==> config.mk <==
export PLATFORM = sky130hd
export DESIGN_NAME = gf16_inv_pipe_flat
export DESIGN_NICKNAME = d
export VERILOG_FILES = /design/src/rtl/gf16_pkg.sv /design/src/rtl/gf16_inv_pipe_if.sv /design/src/rtl/gf16_dom_mul.sv /design/src/rtl/gf16_inv_pipe.sv /design/src/flat_wrapper.sv
export SDC_FILE = /design/constraint.sdc
export NUM_CORES = 1
export LEC_CHECK = 0
export ABC_AREA = 1
export BUFFER_PORTS_ARGS = -buffer_cell sky130_fd_sc_hd__buf_2
export CORE_MARGIN = 2
export CORE_UTILIZATION = 45
export DETAILED_ROUTE_END_ITERATION = 8
export GPL_ROUTABILITY_DRIVEN = 0
export PLACE_DENSITY = 0.65
export SLEW_MARGIN = 0
export SYNTH_ARGS = -nofsm -noshare
export SYNTH_HDL_FRONTEND = slang
export SYNTH_SLANG_ARGS = --single-unit
==> constraint.sdc <==
create_clock -name CLK -period 5.3 [get_ports CLK]
set_input_delay 1.06 -clock CLK [delete_from_list [all_inputs] [get_ports CLK]]
set_output_delay 1.06 -clock CLK [all_outputs]
set_load 0.005 [all_outputs]
==> src/rtl/gf16_pkg.sv <==
// GF(2^4) arithmetic helpers shared by the masked inverter and its bench.
// Field: polynomial basis, reduction x^4 = x + 1.
package gf16_pkg;

  localparam int unsigned GF16_W = 4;
  localparam logic [GF16_W-1:0] GF16_POLY = 4'h3;

  typedef logic [GF16_W-1:0] gf16_t;

  // Squaring is linear in GF(2^4): a3 x^6 + a2 x^4 + a1 x^2 + a0 reduced.
  function automatic gf16_t gf16_sq(input gf16_t a);
    return {a[3], a[3] ^ a[1], a[2], a[2] ^ a[0]};
  endfunction

  // Fourth power, two linear squarings.
  function automatic gf16_t gf16_pow4(input gf16_t a);
    return gf16_sq(gf16_sq(a));
  endfunction

  // Plain shift-and-add product on unshared values; reference use only.
  function automatic gf16_t gf16_mul_unmasked(input gf16_t a, input gf16_t b);
    gf16_t acc;
    gf16_t t;
    acc = '0;
    t   = a;
    for (int i = 0; i < int'(GF16_W); i++) begin
      if (b[i]) acc = acc ^ t;
      t = t[3] ? (GF16_W'({t[2:0], 1'b0}) ^ GF16_POLY) : GF16_W'({t[2:0], 1'b0});
    end
    return acc;
  endfunction

endpackage

==> src/rtl/gf16_inv_pipe_if.sv <==
// Operand/result handshake bundle for gf16_inv_pipe (two-share operand in, two-share inverse out).
interface gf16_inv_pipe_if;
  import gf16_pkg::*;

  logic  in_valid;
  logic  in_ready;
  gf16_t d0;
  gf16_t d1;
  gf16_t r_s1;
  gf16_t r_s2;
  logic  out_valid;
  logic  out_ready;
  gf16_t q0;
  gf16_t q1;

  modport master (
    output in_valid, d0, d1, r_s1, r_s2, out_ready,
    input  in_ready, out_valid, q0, q1
  );

  modport slave (
    input  in_valid, d0, d1, r_s1, r_s2, out_ready,
    output in_ready, out_valid, q0, q1
  );

endinterface

==> src/rtl/gf16_dom_mul.sv <==
// Two-share domain-oriented GF(2^4) multiplier: four registered partial
// products (cross terms refreshed by r), compressed per output domain.
module gf16_dom_mul
  import gf16_pkg::*;
(
  input  logic  CLK,
  input  logic  RST,
  input  logic  en,
  input  gf16_t a0,
  input  gf16_t a1,
  input  gf16_t b0,
  input  gf16_t b1,
  input  gf16_t r,
  output gf16_t c0_c,
  output gf16_t c1_c
);

  gf16_t t00;
  gf16_t t01;
  gf16_t t10;
  gf16_t t11;

  // Field product used for each partial term.
  function automatic gf16_t dom_prod(input gf16_t a, input gf16_t b);
    gf16_t acc;
    gf16_t t;
    acc = '0;
    t   = a;
    for (int i = 0; i < int'(GF16_W); i++) begin
      if (b[i]) acc = acc ^ t;
      t = t[3] ? (GF16_W'({t[2:0], 1'b0}) ^ GF16_POLY) : GF16_W'({t[2:0], 1'b0});
    end
    return acc;
  endfunction

  // Capture the four partial products; cross terms carry the refresh mask.
  always_ff @(posedge CLK) begin
    if (RST) begin
      t00 <= '0;
      t01 <= '0;
      t10 <= '0;
      t11 <= '0;
    end else if (en) begin
      t00 <= dom_prod(a0, b0);
      t01 <= dom_prod(a0, b1) ^ r;
      t10 <= dom_prod(a1, b0) ^ r;
      t11 <= dom_prod(a1, b1);
    end
  end

  // Compression only mixes registered terms of the same domain.
  assign c0_c = t00 ^ t01;
  assign c1_c = t11 ^ t10;

endmodule

==> src/rtl/gf16_inv_pipe.sv <==
// Masked GF(2^4) inverter, x^-1 = x^14, two pipeline stages with backpressure.
// Optional build macro GF16_INV_OUT_CLEAR_EN: force q0/q1 to zero while out_valid is low.
module gf16_inv_pipe
  import gf16_pkg::*;
(
  input  logic            CLK,
  input  logic            RST,
  gf16_inv_pipe_if.slave  bus
);

  logic  v1;
  logic  v2;
  logic  adv1_c;
  logic  adv2_c;
  logic  ld1_c;
  logic  ld2_c;
  gf16_t s0_c;
  gf16_t s1_c;
  gf16_t s0_q;
  gf16_t s1_q;
  gf16_t x3_0_c;
  gf16_t x3_1_c;
  gf16_t x12_0_c;
  gf16_t x12_1_c;
  gf16_t y0_c;
  gf16_t y1_c;

  // Stage advance and load conditions; data only moves with a valid operand.
  assign adv2_c = !v2 || bus.out_ready;
  assign adv1_c = !v1 || adv2_c;
  assign ld1_c  = adv1_c && bus.in_valid;
  assign ld2_c  = adv2_c && v1;

  // Per-share squares of the operand.
  assign s0_c = gf16_sq(bus.d0);
  assign s1_c = gf16_sq(bus.d1);

  // Stage 1: x^3 = x^2 * x.
  gf16_dom_mul u_mul1 (
    .CLK  (CLK),
    .RST  (RST),
    .en   (ld1_c),
    .a0   (s0_c),
    .a1   (s1_c),
    .b0   (bus.d0),
    .b1   (bus.d1),
    .r    (bus.r_s1),
    .c0_c (x3_0_c),
    .c1_c (x3_1_c)
  );

  // Delay the squares so they meet x^12 in stage 2.
  always_ff @(posedge CLK) begin
    if (RST) begin
      s0_q <= '0;
      s1_q <= '0;
    end else if (ld1_c) begin
      s0_q <= s0_c;
      s1_q <= s1_c;
    end
  end

  // Per-share x^12 = (x^3)^4.
  assign x12_0_c = gf16_pow4(x3_0_c);
  assign x12_1_c = gf16_pow4(x3_1_c);

  // Stage 2: x^14 = x^12 * x^2.
  gf16_dom_mul u_mul2 (
    .CLK  (CLK),
    .RST  (RST),
    .en   (ld2_c),
    .a0   (x12_0_c),
    .a1   (x12_1_c),
    .b0   (s0_q),
    .b1   (s1_q),
    .r    (bus.r_s2),
    .c0_c (y0_c),
    .c1_c (y1_c)
  );

  // Valid bits follow their stage advance; bubbles propagate as zeros.
  always_ff @(posedge CLK) begin
    if (RST) begin
      v1 <= 1'b0;
      v2 <= 1'b0;
    end else begin
      if (adv2_c) v2 <= v1;
      if (adv1_c) v1 <= bus.in_valid;
    end
  end

  assign bus.in_ready  = adv1_c;
  assign bus.out_valid = v2;

`ifdef GF16_INV_OUT_CLEAR_EN
  assign bus.q0 = v2 ? y0_c : '0;
  assign bus.q1 = v2 ? y1_c : '0;
`else
  assign bus.q0 = y0_c;
  assign bus.q1 = y1_c;
`endif

endmodule
==> src/flat_wrapper.sv <==
// flat-port wrapper written by rule: the top's interface ports become plain ports
module gf16_inv_pipe_flat import gf16_pkg::*;
  (CLK, RST, bus_in_valid, bus_d0, bus_d1, bus_r_s1, bus_r_s2, bus_out_ready, bus_in_ready, bus_out_valid, bus_q0, bus_q1);
  gf16_inv_pipe_if bus_i ();
  input  logic CLK;
  input  logic RST;
  input wire logic [$bits(bus_i.in_valid)-1:0] bus_in_valid;
  input wire logic [$bits(bus_i.d0)-1:0] bus_d0;
  input wire logic [$bits(bus_i.d1)-1:0] bus_d1;
  input wire logic [$bits(bus_i.r_s1)-1:0] bus_r_s1;
  input wire logic [$bits(bus_i.r_s2)-1:0] bus_r_s2;
  input wire logic [$bits(bus_i.out_ready)-1:0] bus_out_ready;
  output wire logic [$bits(bus_i.in_ready)-1:0] bus_in_ready;
  output wire logic [$bits(bus_i.out_valid)-1:0] bus_out_valid;
  output wire logic [$bits(bus_i.q0)-1:0] bus_q0;
  output wire logic [$bits(bus_i.q1)-1:0] bus_q1;
  assign bus_i.in_valid = bus_in_valid;
  assign bus_i.d0 = bus_d0;
  assign bus_i.d1 = bus_d1;
  assign bus_i.r_s1 = bus_r_s1;
  assign bus_i.r_s2 = bus_r_s2;
  assign bus_i.out_ready = bus_out_ready;
  assign bus_in_ready = bus_i.in_ready;
  assign bus_out_valid = bus_i.out_valid;
  assign bus_q0 = bus_i.q0;
  assign bus_q1 = bus_i.q1;
  gf16_inv_pipe u_core (.CLK(CLK), .RST(RST), .bus(bus_i));
endmodule
; Word level (Yosys, flattened, before mapping)
; Cells that the tools add are included.
[totals]
register_bits = 42
latch_bits = 0
mem_bits_rw = 0
romBits = 0
input_bits = 20
output_inout_bits = 10
word_cells = 174
memories = 0
[classes]
addsub = 0
multipliers = 0
div_mod_pow = 0
order_cmp = 0
eq_ne = 0
shift = 0
n_mux = 100
bitwise_logic = 56
reduce_logical = 6
[op_table]
columns = op, n
row1 = 4-bit 2-to-1 mux, 88
row2 = 4-bit bitwise XOR, 32
row3 = 2-bit 2-to-1 mux, 12
row4 = 2-bit NOT, 12
row5 = 1-bit bitwise XOR, 12
row6 = 1-bit logical AND, 2
row7 = 1-bit zero test, 2
row8 = 1-bit logical OR, 2

; Logic depth before layout (Yosys ltp)
[logic_depth]
word_depth = 19
ltp_mapped = 15
ltp_nobuf = 15

; By module
; A second synthesis with hierarchy kept.
[hier_totals]
cells_unflattened = 674
hier_area_um2 = 4082.7
[modules_own_cells]
columns = module, n_inst, cells_each, area_per_inst_um2, seq_area_each_um2
row1 = gf16_dom_mul, 2, 300, 1767.9, 320.3
row2 = gf16_inv_pipe, 1, 74, 546.8, 200.2

; Worst setup path before layout
; Ideal clock, no wire load.
[synth_timing]
path_type = input-to-reg
from = input port bus_d1[2]
to = register u_core.u_mul1.t10[1]
setup_ps = 56
arrival_ps = 2547
required_time_ps = 5244
path_slack_ps = 2697
cell_stages = 13
n_path_buf = 1
cell_sequence = buf_4 -> clkinv_1 -> ha_1 -> inv_1 -> nand2_2 -> nand2_4 -> nand2_2 -> xnor2_1 -> xor2_1 -> nand2_1 -> nand3_1 -> nand2_1 -> inv_1
[synth_between]
elab_chain_len = 16
elab_cells_between_ends = 20
cone_classes = 14 x mux / 6 x bitwise
[synth_rtl]
columns = item, line_no
row1 = "start, declared", flat_wrapper.sv:9  ; input wire logic [$bits(bus_i.d1)-1:0] bus_d1;
row2 = 4-bit 2-to-1 mux / 1-bit bitwise XOR (equally long branches), "gf16_dom_mul.sv:30, gf16_pkg.sv:12"
row3 = 4-bit 2-to-1 mux / 2-bit NOT (equally long branches), -
row4 = 4-bit 2-to-1 mux / 2-bit 2-to-1 mux (equally long branches), "gf16_dom_mul.sv:38, gf16_dom_mul.sv:31"
row5 = 4-bit bitwise XOR, gf16_dom_mul.sv:30  ; if (b[i]) acc = acc ^ t;
row6 = 4-bit 2-to-1 mux, gf16_dom_mul.sv:30
row7 = 4-bit 2-to-1 mux, gf16_dom_mul.sv:43  ; end else if (en) begin
row8 = 4-bit 2-to-1 mux, gf16_dom_mul.sv:38  ; if (RST) begin
row9 = 4-bit bitwise XOR, gf16_dom_mul.sv:30
row10 = 4-bit 2-to-1 mux, gf16_dom_mul.sv:30
row11 = 4-bit 2-to-1 mux, gf16_dom_mul.sv:43
row12 = 4-bit 2-to-1 mux, gf16_dom_mul.sv:38
row13 = 4-bit bitwise XOR, gf16_dom_mul.sv:30
row14 = 4-bit 2-to-1 mux (*), gf16_dom_mul.sv:30
row15 = 4-bit 2-to-1 mux (*), gf16_dom_mul.sv:43
row16 = 4-bit 2-to-1 mux (*), gf16_dom_mul.sv:38
row17 = 4-bit bitwise XOR (*), gf16_dom_mul.sv:46  ; t10 <= dom_prod(a1, b0) ^ r;
row18 = "end signal, assigned", gf16_dom_mul.sv:46
row19 = "end, declared", gf16_dom_mul.sv:20  ; gf16_t t10;
; Mark *: on every way between the ends. The rest lies on a longest branch, timed or not. The select of a mux whose other input is x is not followed.
; A chain may end at the register's enable or synchronous reset.

; Worst setup path in the final report
; Same ends and word-level chain as after synthesis.

==> results.yml <==
outcome:
  status: "finished clean"
clock_network:
  clk_root_buffer_cell: "clkbuf_8"
  htree_levels: 2
  cts_tree: "yes"
  clkSinkCount: 42
  numCtsBuffers: 5
  cts_resized: 0
  cts_setup_buffers: 0
  cts_buffer_depth: 2
  hold_buffers: 0
  clkTransAtPathRegs_ns: 0.09
  clkLatencyLatePin_ns: 0.30
route:
  vias: 4255
  wl_per_cell_um: 12.4
  antenna_left: 0
  drt-initial-drc-count: 284
  drt_first_pass_iters: 5
  viasPerCell: 5.04
  drt_wl_total_um: 10500
  drcViolationCount: 0
worst_hold_path:
  hold_class: "flip-flop to flip-flop"
  hp-start: "u_core.v1$_SDFFE_PP0N_"
finish:
  stdcell_count: 844
  final_cell_area_mm2: 0.00432
  post-route-util_pct: 49.3
  syn2layout_area_growth_pct: 6.15
  nets: 759
  antenna_cells: 0
  layout-drive-gt1-share_pct: 9.51
global_routing:
  grt_pass1_vias: 4040
  grt_overflow: 0
  grt_first_pass_wirelength_um: 18500
  grt_max_degree: 33
  grt_use_total_pct: 22.7
  antenna_found_initial: 0
placed_design:
  placedCellCount: 836
  dp_slack_ns: 2.38
  placed_area_mm2: 0.00422
  portBuffers: 29
  dp_hpwl_um: 7860
floorplan:
  initial_core_util_pct: 46.4
  row_count: 34
  die_area_mm2: 0.00982
  die_h_um: 99.1
  die_w_um: 99.1
  io-pin-count: 30
  core_area_mm2: 0.00876
synth:
  ys_seq_area_share_pct: 20.7
  synth_cells: 720
  postSynthNetCount: 744
  yosys_warnings: 0
  synth_enable_flop_cells: 0
  synthFlopType: "dfxtp_1"
  syn_area_per_cell_um2: 5.65
  synthesis.area_mm2: 0.00407
  synthArstFlopShare_pct: 0
  synth.distinct_cells: 31
  ys_ff_latch: 42
worst_setup_path:
  worstPathArrival_ns: 2.90
  cp-end-kind: "flip-flop"
  cp.required_ns: 5.55
  r2r_start: "u_core.bus.out_valid$_SDFFE_PP0P_"
  critPathKind: "input port to flip-flop"
  crit_fanout: 11
  startpoint_type: "input port"
  crit_path_start: "bus_d1[2]"
timing:
  fin_crit_sh_pct: 50.0
  min_period_ns: 2.65
  relSlewSlack_pct: 41.0
  finalMaxSlewViolations: 0
  layout_setup_ws_ns: 2.65
  worst_pin_slew_ns: 0.883
  max_freq_mhz: 377
  hold_viol_final: 0
  tns_ns: 0
  finClkSkew_ns: 0.0137
  setup_viol: 0
  rsz0062_at_grt: "false"
pwr:
  power.leakage_nw: 2.30
  peakVddDrop_mv: 0.0999
  power_density_mw_per_mm2: 249
job:
  drv_cap: 0
## where the power goes
group / total (mW) / switching [mW] / internal (mW) / leakage, nW
registers: 0.375 / 0.0311 / 0.344 / 0.348
logic: 0.470 / 0.310 / 0.160 / 1.91
clock network: 0.229 / 0.124 / 0.105 / 0.0472
total: 1.07 / 0.464 / 0.609 / 2.30
## kinds of logic after synthesis
group                    count (synthesis)  share of synthesized area (%)
AO/OA/AOI/OAI                           78                           10.4
flip-flops                              42                           20.7
AND/OR/NAND/NOR                        422                           44.2
adder cells (fa/ha/maj)                  4                           1.23
buffers and inverters                  124                           12.7
XOR/XNOR                                50                           10.8
## per-stage QoR
| stage | total power [mW] | hold WS (ns) |
|---|---|---|
| after floorplan | 0.746 | 0.461 |
| after CTS | 1.08 | 0.499 |
| after global routing | 1.17 | 0.525 |
| after global placement | 0.838 | 0.478 |
| after detailed placement | 0.849 | 0.484 |
| final | 1.07 | 0.497 |
## cells in the final DEF, fill, tap and decap left out, drive strengths merged, types with 7 or more instances in the layout
master	n
nor2	71
buf	30
a21oi	31
nand4	7
inv	97
nand3b	9
o21ai	35
o211ai	8
xor2	34
xnor2	16
nand2	276
dfxtp	42
nand3	57
## synthesized netlist by cell type, drive strengths merged, types with 9 or more instances
cell	count	area share, %
nand2	276	27
inv	97	8.9
o21ai	35	4.3
clkbuf	13	1.2
xnor2	16	3.4
nand3b	9	1.7
xor2	34	7.3
nor2	71	6.9
dfxtp	42	21
buf	9	2.1
nand3	57	7.0
a21oi	31	3.8
## cell type report
| type | instances | area [um^2] |
|---|---|---|
| Clock inverter | 2 | 12.5 |
| Sequential cell | 42 | 841 |
| Fill cell | 921 | 4440 |
| Inverter | 102 | 385 |
| Tap cell | 108 | 135 |
| Timing Repair Buffer | 30 | 153 |
| Clock buffer | 6 | 82.6 |
| Multi-Input combinational cell | 554 | 2710 |
## worst max-delay path: stages
cell and delay (ns):
buf_2 0.20, clkinv_1 0.22, ha_1 0.36, inv_1 0.10, nand2_2 0.07, nand2_4 0.09
nand2_2 0.05, xnor2_1 0.28, xor2_1 0.19, nand2_1 0.07, nand3_1 0.07, nand2_1 0.07
inv_1 0.05
## per-layer routing
metal  up-vias  global-route usage, %  wire length, um
li1       2249                      -                -
met1      1885                   29.6             4840
met2       111                   39.4             4970
met3        10                   3.02              519
met4         0                   6.22              133
met5         -                      0                0
## registers in the layout, summed over array words and instances (netlist names)
| signal | flops |
|---|---|
| u_core.v1 | 1 |
| u_core.s1_q | 4 |
| u_core.u_mul2.t10 | 4 |
| u_core.u_mul2.t01 | 4 |
| u_core.u_mul2.t11 | 4 |
| u_core.u_mul2.t00 | 4 |
| u_core.bus.out_valid | 1 |
| u_core.s0_q | 4 |
| u_core.u_mul1.t10 | 4 |
| u_core.u_mul1.t00 | 4 |
| u_core.u_mul1.t11 | 4 |
| u_core.u_mul1.t01 | 4 |
## final timing paths
kind | endpoint | slack [ns] | cells after the start
setup / recovery | u_core.u_mul1.t10[1]$_SDFFE_PP0P_ | 2.65 | 13
hold / removal | u_core.bus.out_valid$_SDFFE_PP0P_ | 0.50 | 2
setup reg to reg | u_core.u_mul1.t11[0]$_SDFFE_PP0P_ | 3.33 | 6
hold reg to reg | u_core.bus.out_valid$_SDFFE_PP0P_ | 0.50 | 2
Note: power is estimated with default switching activity, not from simulation.
